[src/rtl/apb_sched_pkg.sv]
// Shared encodings and constants for the APB request scheduler.
package apb_sched_pkg;

  localparam int unsigned IDX_W  = 4;
  localparam int unsigned ADDR_W = 32;
  localparam int unsigned DATA_W = 32;

  typedef enum logic [1:0] {
    S_IDLE = 2'd0,
    S_REQ  = 2'd1,
    S_ACC  = 2'd2,
    S_RESP = 2'd3
  } sched_state_e;

  // APB master Out_State values
  localparam logic [1:0] M_IDLE   = 2'd0;
  localparam logic [1:0] M_SETUP  = 2'd1;
  localparam logic [1:0] M_ACCESS = 2'd2;

  // Granted transfer as presented to the APB master
  typedef struct packed {
    logic              wr;
    logic [ADDR_W-1:0] addr;
    logic [DATA_W-1:0] wdata;
  } xfer_t;

endpackage

[src/rtl/apb_rdata_mux.sv]
// Selects the addressed slave's read data and ready; zero for an index with no slave.
module apb_rdata_mux
  import apb_sched_pkg::*;
#(
  parameter int unsigned NUM_SLAVES = 1
) (
  input  logic [IDX_W-1:0]             idx,
  input  logic [NUM_SLAVES*DATA_W-1:0] prdata_vec,
  input  logic [NUM_SLAVES-1:0]        pready_vec,
  output logic [DATA_W-1:0]            rdata_c,
  output logic                         ready_c
);

  always_comb begin
    rdata_c = '0;
    ready_c = 1'b0;
    for (int unsigned i = 0; i < NUM_SLAVES; i++) begin
      if (idx == IDX_W'(i)) begin
        rdata_c = prdata_vec[i*DATA_W +: DATA_W];
        ready_c = pready_vec[i];
      end
    end
  end

endmodule

[src/rtl/apb_req_scheduler.sv]
// Round-robin read/write scheduler in front of the APB master: grants one request
// at a time, drives the master request port, decodes the slave and returns completion.
module apb_req_scheduler
  import apb_sched_pkg::*;
#(
  parameter int unsigned NUM_SLAVES = 1,
  parameter int unsigned SLV_SHIFT  = 12
) (
  input  logic                         PCLK,
  input  logic                         PRESETn,
  input  logic                         wr_req,
  input  logic [ADDR_W-1:0]            wr_addr,
  input  logic [DATA_W-1:0]            wr_data,
  output logic                         wr_done,
  output logic                         wr_err,
  input  logic                         rd_req,
  input  logic [ADDR_W-1:0]            rd_addr,
  output logic                         rd_done,
  output logic                         rd_err,
  output logic [DATA_W-1:0]            rd_data,
  output logic                         STREQ,
  output logic                         SWRT,
  output logic                         SSEL,
  output logic [ADDR_W-1:0]            SADDR,
  output logic [DATA_W-1:0]            SWDATA,
  output logic [NUM_SLAVES-1:0]        psel_vec,
  input  logic [1:0]                   m_state,
  input  logic [NUM_SLAVES-1:0]        PREADY,
  input  logic [NUM_SLAVES*DATA_W-1:0] prdata_vec,
  input  logic                         PSLVERR
);

  localparam int unsigned CMP_W = IDX_W + 1;

  sched_state_e            state_q, state_d;
  xfer_t                   xfer_q, xfer_d;
  logic [IDX_W-1:0]        idx_q, idx_d;
  logic [NUM_SLAVES-1:0]   psel_q, psel_d;
  logic                    last_wr_q, last_wr_d;
  logic                    streq_q, streq_d;
  logic                    ssel_q, ssel_d;
  logic                    wr_done_q, wr_done_d;
  logic                    rd_done_q, rd_done_d;
  logic                    wr_err_q, wr_err_d;
  logic                    rd_err_q, rd_err_d;
  logic [DATA_W-1:0]       rd_data_q, rd_data_d;

  logic                    gnt_wr;
  logic [ADDR_W-1:0]       gnt_addr;
  logic [IDX_W-1:0]        gnt_idx;
  logic [DATA_W-1:0]       mux_rdata_c;
  logic                    mux_ready_c;

  apb_rdata_mux #(
    .NUM_SLAVES (NUM_SLAVES)
  ) u_rdata_mux (
    .idx        (idx_q),
    .prdata_vec (prdata_vec),
    .pready_vec (PREADY),
    .rdata_c    (mux_rdata_c),
    .ready_c    (mux_ready_c)
  );

  // Round-robin pick: on a tie the side that did not win last time gets the grant
  always_comb begin
    gnt_wr   = wr_req && !(rd_req && last_wr_q);
    gnt_addr = gnt_wr ? wr_addr : rd_addr;
    gnt_idx  = gnt_addr[SLV_SHIFT +: IDX_W];
  end

  always_comb begin
    state_d   = state_q;
    xfer_d    = xfer_q;
    idx_d     = idx_q;
    psel_d    = psel_q;
    last_wr_d = last_wr_q;
    wr_done_d = 1'b0;
    rd_done_d = 1'b0;
    wr_err_d  = wr_err_q;
    rd_err_d  = rd_err_q;
    rd_data_d = rd_data_q;

    unique case (state_q)
      S_IDLE: begin
        if (wr_req || rd_req) begin
          last_wr_d    = gnt_wr;
          xfer_d.wr    = gnt_wr;
          xfer_d.addr  = gnt_addr;
          xfer_d.wdata = gnt_wr ? wr_data : DATA_W'(0);
          idx_d        = gnt_idx;
          if (CMP_W'(gnt_idx) < CMP_W'(NUM_SLAVES)) begin
            state_d = S_REQ;
            for (int unsigned i = 0; i < NUM_SLAVES; i++) begin
              psel_d[i] = (gnt_idx == IDX_W'(i));
            end
          end else begin
            // Unmapped address: answered locally, the APB bus is never touched
            state_d = S_RESP;
            psel_d  = '0;
            if (gnt_wr) begin
              wr_done_d = 1'b1;
              wr_err_d  = 1'b1;
            end else begin
              rd_done_d = 1'b1;
              rd_err_d  = 1'b1;
              rd_data_d = '0;
            end
          end
        end
      end
      S_REQ: begin
        if (m_state == M_SETUP) state_d = S_ACC;
      end
      S_ACC: begin
        if ((m_state == M_ACCESS) && mux_ready_c) begin
          state_d = S_RESP;
          if (xfer_q.wr) begin
            wr_done_d = 1'b1;
            wr_err_d  = PSLVERR;
          end else begin
            rd_done_d = 1'b1;
            rd_err_d  = PSLVERR;
            rd_data_d = mux_rdata_c;
          end
        end
      end
      S_RESP: begin
        state_d = S_IDLE;
        psel_d  = '0;
      end
      default: state_d = S_IDLE;
    endcase

    streq_d = (state_d == S_REQ);
    ssel_d  = (state_d == S_REQ) || (state_d == S_ACC);
  end

  always_ff @(posedge PCLK) begin
    if (!PRESETn) begin
      state_q   <= S_IDLE;
      xfer_q    <= '0;
      idx_q     <= '0;
      psel_q    <= '0;
      last_wr_q <= 1'b0;
      streq_q   <= 1'b0;
      ssel_q    <= 1'b0;
      wr_done_q <= 1'b0;
      rd_done_q <= 1'b0;
      wr_err_q  <= 1'b0;
      rd_err_q  <= 1'b0;
      rd_data_q <= '0;
    end else begin
      state_q   <= state_d;
      xfer_q    <= xfer_d;
      idx_q     <= idx_d;
      psel_q    <= psel_d;
      last_wr_q <= last_wr_d;
      streq_q   <= streq_d;
      ssel_q    <= ssel_d;
      wr_done_q <= wr_done_d;
      rd_done_q <= rd_done_d;
      wr_err_q  <= wr_err_d;
      rd_err_q  <= rd_err_d;
      rd_data_q <= rd_data_d;
    end
  end

  assign STREQ    = streq_q;
  assign SSEL     = ssel_q;
  assign SWRT     = xfer_q.wr;
  assign SADDR    = xfer_q.addr;
  assign SWDATA   = xfer_q.wdata;
  assign psel_vec = psel_q;
  assign wr_done  = wr_done_q;
  assign wr_err   = wr_err_q;
  assign rd_done  = rd_done_q;
  assign rd_err   = rd_err_q;
  assign rd_data  = rd_data_q;

endmodule

[config.mk]
export PLATFORM = sky130hd
export DESIGN_NAME = apb_req_scheduler
export DESIGN_NICKNAME = d
export VERILOG_FILES = /design/src/rtl/apb_sched_pkg.sv /design/src/rtl/apb_rdata_mux.sv /design/src/rtl/apb_req_scheduler.sv
export SDC_FILE = /design/constraint.sdc
export NUM_CORES = 1
export LEC_CHECK = 0
export ABC_CLOCK_PERIOD_IN_PS = 2900
export BUFFER_PORTS_ARGS = -buffer_cell sky130_fd_sc_hd__buf_4
export CAP_MARGIN = 20
export CORE_UTILIZATION = 47
export CTS_CLUSTER_DIAMETER = 60
export DETAILED_ROUTE_END_ITERATION = 16
export PLACE_DENSITY = 0.9
export SKIP_CTS_REPAIR_TIMING = 1
export SYNTH_ARGS = -nofsm -noshare
export SYNTH_HDL_FRONTEND = slang
export SYNTH_SLANG_ARGS = --single-unit
[constraint.sdc]
create_clock -name PCLK -period 2.9 [get_ports PCLK]
set_input_delay 0.29 -clock PCLK [delete_from_list [all_inputs] [get_ports PCLK]]
set_output_delay 0.29 -clock PCLK [all_outputs]
set_load 0.02 [all_outputs]
==> impl_metrics.py, run 1 <==
metrics = {
    "run_status": {
        "status": "complete, no violations",
    },
    "floorplan": {
        "die_w_um": 96.4,
        "coreArea_um2": 8680,
        "initial_core_util_pct": 48.2,
        "die_area_um2": 9290,
        "die_h_um": 96.4,
        "pin_count": 240,
        "rows": 34,
    },
    "critical_path": {
        "crit_family": "simple AND/OR/NAND/NOR gates",
        "crit_chain": "or4_4 > nor4_2 > a31oi_4 > buf_4 > mux2i_1",
        "worstPathRequired_ns": 3.10,
        "worstPathArrival_ns": 2.22,
        "crit_path_start_kind": "flop",
        "path_class": "reg -> reg",
        "path_max_fanout": 34,
        "worst_path_max_delay_cell": "or4_4",
        "slowest_delay_ns": 0.58,
        "path_buf_inv": 1,
        "endpoint_kind": "flop",
    },
    "final_layout": {
        "nNetsFinal": 837,
        "drive_gt1_share_pct": 38.3,
        "final.fill_count": 681,
        "final_area_um2": 6270,
        "multi_input_area_um2": 1890,
        "mostFrequentLayoutCells": "247 x buf_4, 132 x nand2_1, 106 x dfxtp_1, 70 x nor2_1, 35 x mux2i_1",
        "area_growth_pct": 49.9,
        "final_cells": 811,
        "seq_area_um2": 2120,
        "final_common_cell": "buf_4",
        "diodes": 0,
    },
    "cts": {
        "cts_made_buffers": 9,
        "clockBufferDepth": 2,
        "cts.sink_count": 106,
        "cts-root-buf": "clkbuf_8",
        "htreeDepth": 3,
        "clkLatencyLatePin_ns": 0.35,
        "cts_tree": "built",
        "clk_pin_slew_ns": 0.10,
    },
    "synth": {
        "synth_ff_type": "dfxtp_1",
        "mappedNetlistNets": 620,
        "synth.largest_area_cell": "dfxtp_1",
        "synthTopCellsByArea": "dfxtp_1 51%, nand2_1 12%, mux2i_1 8.4%",
        "yosysSeqAreaShare_pct": 50.7,
        "syn-cell-area_um2": 4190,
        "synth_edf_count": 0,
        "synth_cell_type_count": 31,
        "synth_top_cell_area_share_pct": 50.7,
        "ys_ff_latch": 106,
        "syn_area_per_cell_um2": 8.67,
        "ys_warn_count": 0,
        "synthArstFlopShare_pct": 0,
        "netlist_instances": 483,
    },
    "run": {
        "maxCapViolations": 0,
    },
    "sta": {
        "max_freq_mhz": 495,
        "hold_slack_ns": 0.171,
        "fin_skew_ns": 0.0167,
        "report.final.setup_viol": 0,
        "rsz0062_at_grt": "false",
        "report.final.slew_viol_count": 0,
        "post-route-period-util_pct": 69.7,
        "max_slew_margin_pct": 54.5,
        "finalSetupTns_ns": 0,
        "min_period_ns": 2.02,
        "hold_violations": 0,
        "worst-slew-pin-transition_ns": 0.683,
    },
    "detailed_routing": {
        "firstDrtPassIters": 4,
        "totalWireLength_um": 11800,
        "ant_nets": 0,
        "vias_per_cell": 5.18,
        "routedWlPerCell_um": 14.5,
        "drt_iter0_markers": 141,
        "vias": 4199,
        "remaining_drc_errors": 0,
    },
    "power_and_ir_drop": {
        "p_leak_nw": 3.00,
        "ir_worst_vdd_mv": 0.419,
        "fin_total_pwr_mw": 3.66,
        "p_per_area_nw_per_um2": 583,
    },
    "grt": {
        "grt_pass1_vias": 3923,
        "grt_pass1_wl_um": 17600,
        "grt_util_all_layers_pct": 24.5,
        "grt_max_degree": 68,
        "gr-total-overflow": 0,
        "antenna_found_initial": 0,
    },
    "placed_design": {
        "dp_hpwl_um": 8870,
        "placed_area_um2": 6020,
        "placedCellCount": 797,
        "gp_congestion": 0.842,
        "port_buffers": 239,
    },
    "worst_hold_path": {
        "worstHoldPathType": "in -> reg",
    },
}
[registers in the layout, indices dropped and copies added, names as in the netlist, 2 cells and up]
name,flops
state_q,2
SADDR,32
rd_data,32
SWDATA,32
[worst min-delay path, delay by kind of cell]
family          cells  cell delay (ns)
simple gates        1             0.07
buf+inv             1             0.08
compound gates      1             0.05
[layer usage]
metal	part of all wire, %	global-route usage [%]
met3	9.1	7.74
met4	2.1	9.31
met2	52	45.5
met1	37	25.7
met5	0	0
[final timing paths]
| check | start | endpoint | slack [ns] | cells after the start |
|---|---|---|---|---|
| max | SADDR[12] | rd_data[15] | 0.88 | 5 |
| min | wr_data[23] | SWDATA[23] | 0.17 | 3 |
| max reg2reg | SADDR[12] | rd_data[15] | 0.88 | 5 |
| min reg2reg | rd_data[27] | rd_data[27] | 0.47 | 2 |
[logic make-up after synthesis]
group / count (synthesis) / share of synthesized area [%]
AND/OR/NAND/NOR: 220 / 21.3
buffers and inverters: 45 / 4.99
flip-flops: 106 / 50.7
AO/OA/AOI/OAI: 76 / 14.3
adder cells (fa/ha/maj): 1 / 0.299
multiplexers: 35 / 8.37
[synthesized netlist by cell type, types with 2 or more instances]
library cell / n
clkbuf_1: 26
dfxtp_1: 106
buf_2: 8
o31a_1: 2
a22oi_1: 32
nor3_2: 2
a31oi_1: 2
a21oi_1: 3
a311oi_1: 32
o21ai_0: 2
mux2i_1: 35
nand2b_1: 4
nor2_1: 71
inv_1: 3
and2_1: 2
buf_1: 3
nand2_1: 132
buf_6: 4
or4_1: 2
[stage by stage]
stage / utilization, % / worst slack (ns)
after floorplan: - / 1.12
after global placement: 69.4 / 0.910
after detailed placement: 69.4 / 0.799
after CTS: 72.3 / 0.863
after global routing: 72.3 / 0.783
final: 72.3 / 0.880
[layout make-up]
class / instances / share of cell area, %
Sequential cell: 106 / 33.8
Multi-Input combinational cell: 332 / 30.2
Timing Repair Buffer: 247 / 29.6
Tap cell: 108 / 2.15
Clock inverter: 5 / 2.05
Clock buffer: 9 / 1.97
Inverter: 4 / 0.239
[report_power, final]
| group | internal, mW | total (mW) | switching (mW) | leakage, nW |
|---|---|---|---|---|
| Combinational | 0.408 | 0.894 | 0.487 | 2.00 |
| Clock | 0.653 | 1.12 | 0.468 | 0.125 |
| Sequential | 1.57 | 1.64 | 0.0726 | 0.867 |
Note: power is estimated with default switching activity, not from simulation.
==> run 2: changes to the inputs <==
--- a/config.mk
+++ b/config.mk
@@ -5,13 +5,13 @@
 export SDC_FILE = /design/constraint.sdc
 export NUM_CORES = 1
 export LEC_CHECK = 0
-export ABC_CLOCK_PERIOD_IN_PS = 2900
+export ABC_CLOCK_PERIOD_IN_PS = 1600
 export BUFFER_PORTS_ARGS = -buffer_cell sky130_fd_sc_hd__buf_4
 export CAP_MARGIN = 20
-export CORE_UTILIZATION = 47
+export CORE_UTILIZATION = 40
 export CTS_CLUSTER_DIAMETER = 60
 export DETAILED_ROUTE_END_ITERATION = 16
-export PLACE_DENSITY = 0.9
+export PLACE_DENSITY = 0.82
 export SKIP_CTS_REPAIR_TIMING = 1
 export SYNTH_ARGS = -nofsm -noshare
 export SYNTH_HDL_FRONTEND = slang
==> constraint.sdc (replaced) <==
create_clock -name PCLK -period 1.6 [get_ports PCLK]
set_input_delay 0.16 -clock PCLK [delete_from_list [all_inputs] [get_ports PCLK]]
set_output_delay 0.16 -clock PCLK [all_outputs]
set_load 0.02 [all_outputs]
==> run 2 against run 1 <==
  * The run now ends with setup timing left
  * First-iteration DRC count grew 32%
  * Non-clock buffer count grew 17
  * Worst hold slack worse by 0.14 ns
  * Maximum frequency up 17%
  * Cell count grew 5.4%
  * Flip-flop and latch count is the same
  * Register-to-register slack worse by 1.0 ns
  * Global-route usage shrank 2.3 points
  * Highest routed layer unchanged
==> impl_metrics.py, run 2 (same netlist as run 1, synthesis figures left out) <==
metrics = {
    "run_status": {
        "status": "complete, but fails checks",
        "violations": "setup timing",
    },
    "critical_path": {
        "crit_path_start_kind": "flop",
        "reg2reg_from": "SADDR[13]",
        "path_class": "reg -> reg",
        "crit_chain": "or4_4 > o31a_1 > a31oi_2 > ha_1 > nor2_1",
        "worstRegToRegCells": 5,
        "path_max_fanout": 3,
        "slowest_delay_ns": 0.54,
        "worst_path_max_delay_cell": "or4_4",
        "timing.rr.end": "SSEL",
        "worstPathRequired_ns": 1.89,
        "reg2reg_slack_ns": -0.13,
        "worstPathArrival_ns": 2.02,
        "path_buf_inv": 0,
        "endpoint_kind": "flop",
        "crit_family": "simple AND/OR/NAND/NOR gates",
    },
    "cts": {
        "cts_tree": "built",
        "clockBufferDepth": 2,
        "clkLatencyLatePin_ns": 0.36,
        "htreeDepth": 3,
        "cts-root-buf": "clkbuf_8",
        "clk_pin_slew_ns": 0.10,
        "cts_made_buffers": 9,
        "cts.sink_count": 106,
    },
    "final_layout": {
        "final.fill_count": 812,
        "mostFrequentLayoutCells": "255 x buf_4, 132 x nand2_1, 104 x dfxtp_1, 70 x nor2_1, 35 x mux2i_1",
        "multi_input_area_um2": 1910,
        "final_common_cell": "buf_4",
        "area_growth_pct": 55.4,
        "diodes": 0,
        "seq_area_um2": 2130,
        "nNetsFinal": 854,
        "fin_util_pct": 65.3,
        "drive_gt1_share_pct": 40.4,
    },
    "detailed_routing": {
        "remaining_drc_errors": 0,
        "totalWireLength_um": 12400,
        "routedWlPerCell_um": 14.5,
        "ant_nets": 0,
        "vias_per_cell": 5.00,
        "vias": 4279,
        "firstDrtPassIters": 6,
        "drt_iter0_markers": 186,
    },
    "grt": {
        "gr-total-overflow": 0,
        "grt_pass1_wl_um": 19600,
        "antenna_found_initial": 0,
        "grt_pass1_vias": 4230,
        "grt_max_degree": 40,
        "grt_util_all_layers_pct": 22.2,
    },
    "power_and_ir_drop": {
        "p_leak_nw": 3.09,
        "ir_worst_vdd_mv": 0.611,
        "p_per_area_nw_per_um2": 1010,
    },
    "worst_hold_path": {
        "holdPathStages": 3,
        "worstHoldPathType": "in -> reg",
        "worst_hold_path.endpoint": "SWDATA[25]",
        "hp-start": "wr_data[25]",
    },
    "sta": {
        "fin_skew_ns": 0.00876,
        "max_freq_mhz": 580,
        "max_slew_margin_pct": 72.3,
        "fin_ws_ns": -0.125,
        "min_period_ns": 1.73,
        "hold_violations": 0,
        "report.final.slew_viol_count": 0,
        "post-route-period-util_pct": 108,
        "hold_slack_ns": 0.0340,
        "report.final.setup_viol": 36,
        "rsz0062_at_grt": "true",
        "worst-slew-pin-transition_ns": 0.416,
        "finalSetupTns_ns": -2.40,
    },
    "floorplan": {
        "pin_count": 240,
        "die_h_um": 104,
        "coreArea_um2": 9950,
        "die_area_um2": 10900,
        "die_w_um": 104,
        "initial_core_util_pct": 42.0,
        "rows": 36,
    },
    "placed_design": {
        "gp_congestion": 0.895,
        "dp_hpwl_um": 9280,
        "port_buffers": 239,
    },
    "run": {
        "maxCapViolations": 0,
    },
}
-- run 2: changes by cell type in the layout (fill, tap and decap cells not counted), moves of 2 or more --
cell / previous run / this run
buf_4: 247 / 255
dfxtp_1: 106 / 104
bufinv_16: 4 / 2
buf_12: 0 / 6
buf_6: 0 / 3
clkinvlp_4: 0 / 3
-- run 2: area by class of cell --
type,count,share of cell area (%)
flip-flops and latches,106,32.7
inverters,4,0.231
multi-input cells,332,29.4
clock inverters,6,1.40
well taps,133,2.56
repair buffers,264,31.8
clock buffers,10,1.96
-- run 2: how the worst max path moves through the flow --
stage / startpoint / endpoint / depth (start not counted) / slack [ns]
2_1_floorplan: SADDR[13] / SSEL / 5 / -0.09
3_3_place_gp: rd_addr[15] / SSEL / 7 / -0.13
3_5_place_dp: rd_addr[15] / SSEL / 7 / -0.18
4_1_cts: SADDR[13] / SSEL / 5 / -0.14
5_1_grt: SADDR[13] / rd_data[12] / 6 / -0.17
6_report: SADDR[13] / SSEL / 5 / -0.13
-- run 2: routing by layer --
metal  track usage, %  vias to the layer above  part of all wire (%)
li1                 -                     2114                     -
met5                0                        -                     0
met3             5.83                       29                   7.1
met4             11.9                        0                   3.1
met2             38.3                      186                    50
met1             25.0                     1950                    40
-- run 2: power breakdown --
group	internal (mW)	leakage, nW	switching (mW)
Sequential	2.85	0.868	0.117
Clock	0.885	0.0987	0.909
Combinational	0.845	2.12	0.937
-- run 2: per-stage QoR --
stage / worst slack (ns) / cell area [um2] / instances / power (mW)
after global placement: -0.134 / 6260 / 839 / 4.75
after CTS: -0.137 / 6480 / 855 / 6.59
after detailed placement: -0.177 / 6260 / 839 / 4.80
final: -0.125 / 6500 / 855 / 6.54
after global routing: -0.169 / 6500 / 855 / 6.87
after floorplan: -0.0918 / 4200 / 483 / 3.95
-- run 2: tightest hold or removal path, stage by stage --
cell and delay, ns:
buf_4 0.08, a22oi_1 0.05, nor2_1 0.07
==> run 3: changes to the inputs <==
--- a/config.mk
+++ b/config.mk
@@ -12,6 +12,7 @@
 export CTS_CLUSTER_DIAMETER = 60
 export DETAILED_ROUTE_END_ITERATION = 16
 export PLACE_DENSITY = 0.82
+export SETUP_SLACK_MARGIN = 0.1
 export SKIP_CTS_REPAIR_TIMING = 1
 export SYNTH_ARGS = -nofsm -noshare
 export SYNTH_HDL_FRONTEND = slang
==> run 3 against run 2 <==
  * The flow still finishes with violations (setup timing)
  * Total power decreased by 1.1%
  * Sequential power hardly changed
  * Sequential share of layout area decreased by 1.5 points
  * Critical path type unchanged
  * Utilization grew 3.1 points
  * Clock power down 20%
  * Critical path depth up 2
  * Final area increased by 4.8%
  * Global-route usage increased by 0.11 points
  * Cell count is 1.6% higher
==> impl_metrics.py, run 3 (same netlist as run 1, synthesis figures left out) <==
metrics = {
    "cts": {
        "cts_tree": "built",
        "cts_made_buffers": 9,
        "clk_pin_slew_ns": 0.10,
        "cts-root-buf": "clkbuf_8",
        "htreeDepth": 3,
        "clkLatencyLatePin_ns": 0.35,
        "cts.sink_count": 106,
        "clockBufferDepth": 2,
    },
    "detailed_routing": {
        "firstDrtPassIters": 5,
        "drt_iter0_markers": 267,
        "wl_met2_um": 7320,
        "routedWlPerCell_um": 16.4,
        "highest_layer": "met4",
        "wl_met3_um": 1010,
        "ant_nets": 0,
        "wl_met1_um": 5660,
        "vias_per_cell": 5.21,
        "vias": 4531,
        "totalWireLength_um": 14200,
        "remaining_drc_errors": 0,
    },
    "grt": {
        "grt_util_all_layers_pct": 22.3,
        "antenna_found_initial": 0,
        "gr-total-overflow": 0,
        "grt_pass1_wl_um": 19900,
        "grt_max_degree": 66,
        "grt_pass1_vias": 4192,
    },
    "sta": {
        "report.final.setup_viol": 36,
        "rsz0062_at_grt": "true",
        "hold_slack_ns": 0.0383,
        "finalSetupTns_ns": -5.33,
        "hold_violations": 0,
        "fin_ws_ns": -0.207,
        "fin_skew_ns": 0.0154,
        "worst-slew-pin-transition_ns": 0.398,
        "report.final.slew_viol_count": 0,
        "post-route-period-util_pct": 113,
        "min_period_ns": 1.81,
        "max_slew_margin_pct": 73.1,
        "max_freq_mhz": 553,
    },
    "power_and_ir_drop": {
        "pwr-share-comb_pct": 31.9,
        "fin_total_pwr_mw": 6.47,
        "switching_power_mw": 2.04,
        "p_per_area_nw_per_um2": 949,
        "switching_share_pct": 31.6,
        "clkPwrFrac_pct": 22.1,
        "ir_worst_vdd_mv": 0.490,
        "p_int_mw": 4.43,
        "power_frac_seq_pct": 46.0,
        "p_leak_nw": 3.27,
    },
    "critical_path": {
        "worstPathArrival_ns": 2.08,
        "reg2reg_from": "SADDR[13]",
        "worstPathRequired_ns": 1.87,
        "worst_path_max_delay_cell": "or4_4",
        "crit_path_start_kind": "flop",
        "crit_path_start": "SADDR[13]",
        "path_max_fanout": 16,
        "cp_common_cell": "buf_6",
        "endpoint_kind": "flop",
        "crit_chain": "or4_4 > buf_6 > nor3_4 > buf_6 > clkbuf_16 > nand2_1 > mux2i_1",
        "path_buf_inv": 3,
        "crit_family": "simple AND/OR/NAND/NOR gates",
        "slowest_delay_ns": 0.53,
        "path_class": "reg -> reg",
    },
    "run": {
        "maxCapViolations": 0,
    },
    "final_layout": {
        "final_common_cell": "buf_4",
        "drive_gt1_share_pct": 43.5,
        "area_growth_pct": 62.9,
        "nNetsFinal": 869,
        "mostFrequentLayoutCells": "258 x buf_4, 121 x nand2_1, 102 x dfxtp_1, 70 x nor2_1, 35 x mux2i_1",
        "diodes": 0,
    },
    "floorplan": {
        "die_area_um2": 10900,
        "rows": 36,
        "die_w_um": 104,
        "initial_core_util_pct": 42.0,
        "pin_count": 240,
        "coreArea_um2": 9950,
        "die_h_um": 104,
    },
    "worst_hold_path": {
        "hp-start": "wr_data[10]",
        "worstHoldPathType": "in -> reg",
    },
    "run_status": {
        "status": "complete, but fails checks",
        "violations": "setup timing",
    },
    "placed_design": {
        "gp_congestion": 0.848,
        "dp_hpwl_um": 9430,
        "port_buffers": 239,
    },
}
==> run 3: layout make-up <==
class	count	area, um2
clock buffer	12	135
clock inverter	3	18.8
fill	762	3140
inverter	4	15.0
multi-input combinational	332	2000
sequential	106	2130
tap	133	166
timing repair buffer	279	2350
==> run 3: layer usage <==
layer | vias up | track usage, %
met5 | - | 0
met4 | 0 | 7.24
met3 | 22 | 4.82
met2 | 217 | 41.0
met1 | 2152 | 25.4
li1 | 2140 | -
==> run 3: path summary, 6_finish.rpt <==
check           endpoint  slack [ns]  depth (start not counted)
max           rd_data[3]       -0.21                          7
min reg2reg  rd_data[29]        0.47                          2
min           SWDATA[10]        0.04                          3
max reg2reg   rd_data[3]       -0.21                          7
==> run 3: power by group through the flow <==
stage	Clock (mW)	Sequential (mW)	Combinational (mW)
after floorplan	0	3.26	0.703
after global placement	0	3.02	1.72
after detailed placement	0	3.03	1.76
after CTS	1.47	2.97	1.77
after global routing	1.60	3.00	2.19
final	1.43	2.97	2.06
==> run 3: worst reg2reg max path: cells and delay by family, from the launching register on <==
| kind | cells | cell delay, ns |
|---|---|---|
| multiplexers | 1 | 0.15 |
| AND/OR/NAND/NOR | 3 | 0.75 |
| buffers and inverters | 3 | 0.46 |
| flip-flops | 1 | 0.35 |
==> run 3: stage by stage <==
step / worst slack (ns) / std cells / utilization, % / instance area, um2
CTS: -0.170 / 853 / 64.3 / 6400
finish: -0.207 / 869 / 68.5 / 6820
floorplan: -0.0904 / 483 / - / 4220
global placement: -0.173 / 838 / 62.8 / 6250
detailed placement: -0.220 / 838 / 62.8 / 6250
global route: -0.268 / 869 / 68.5 / 6820
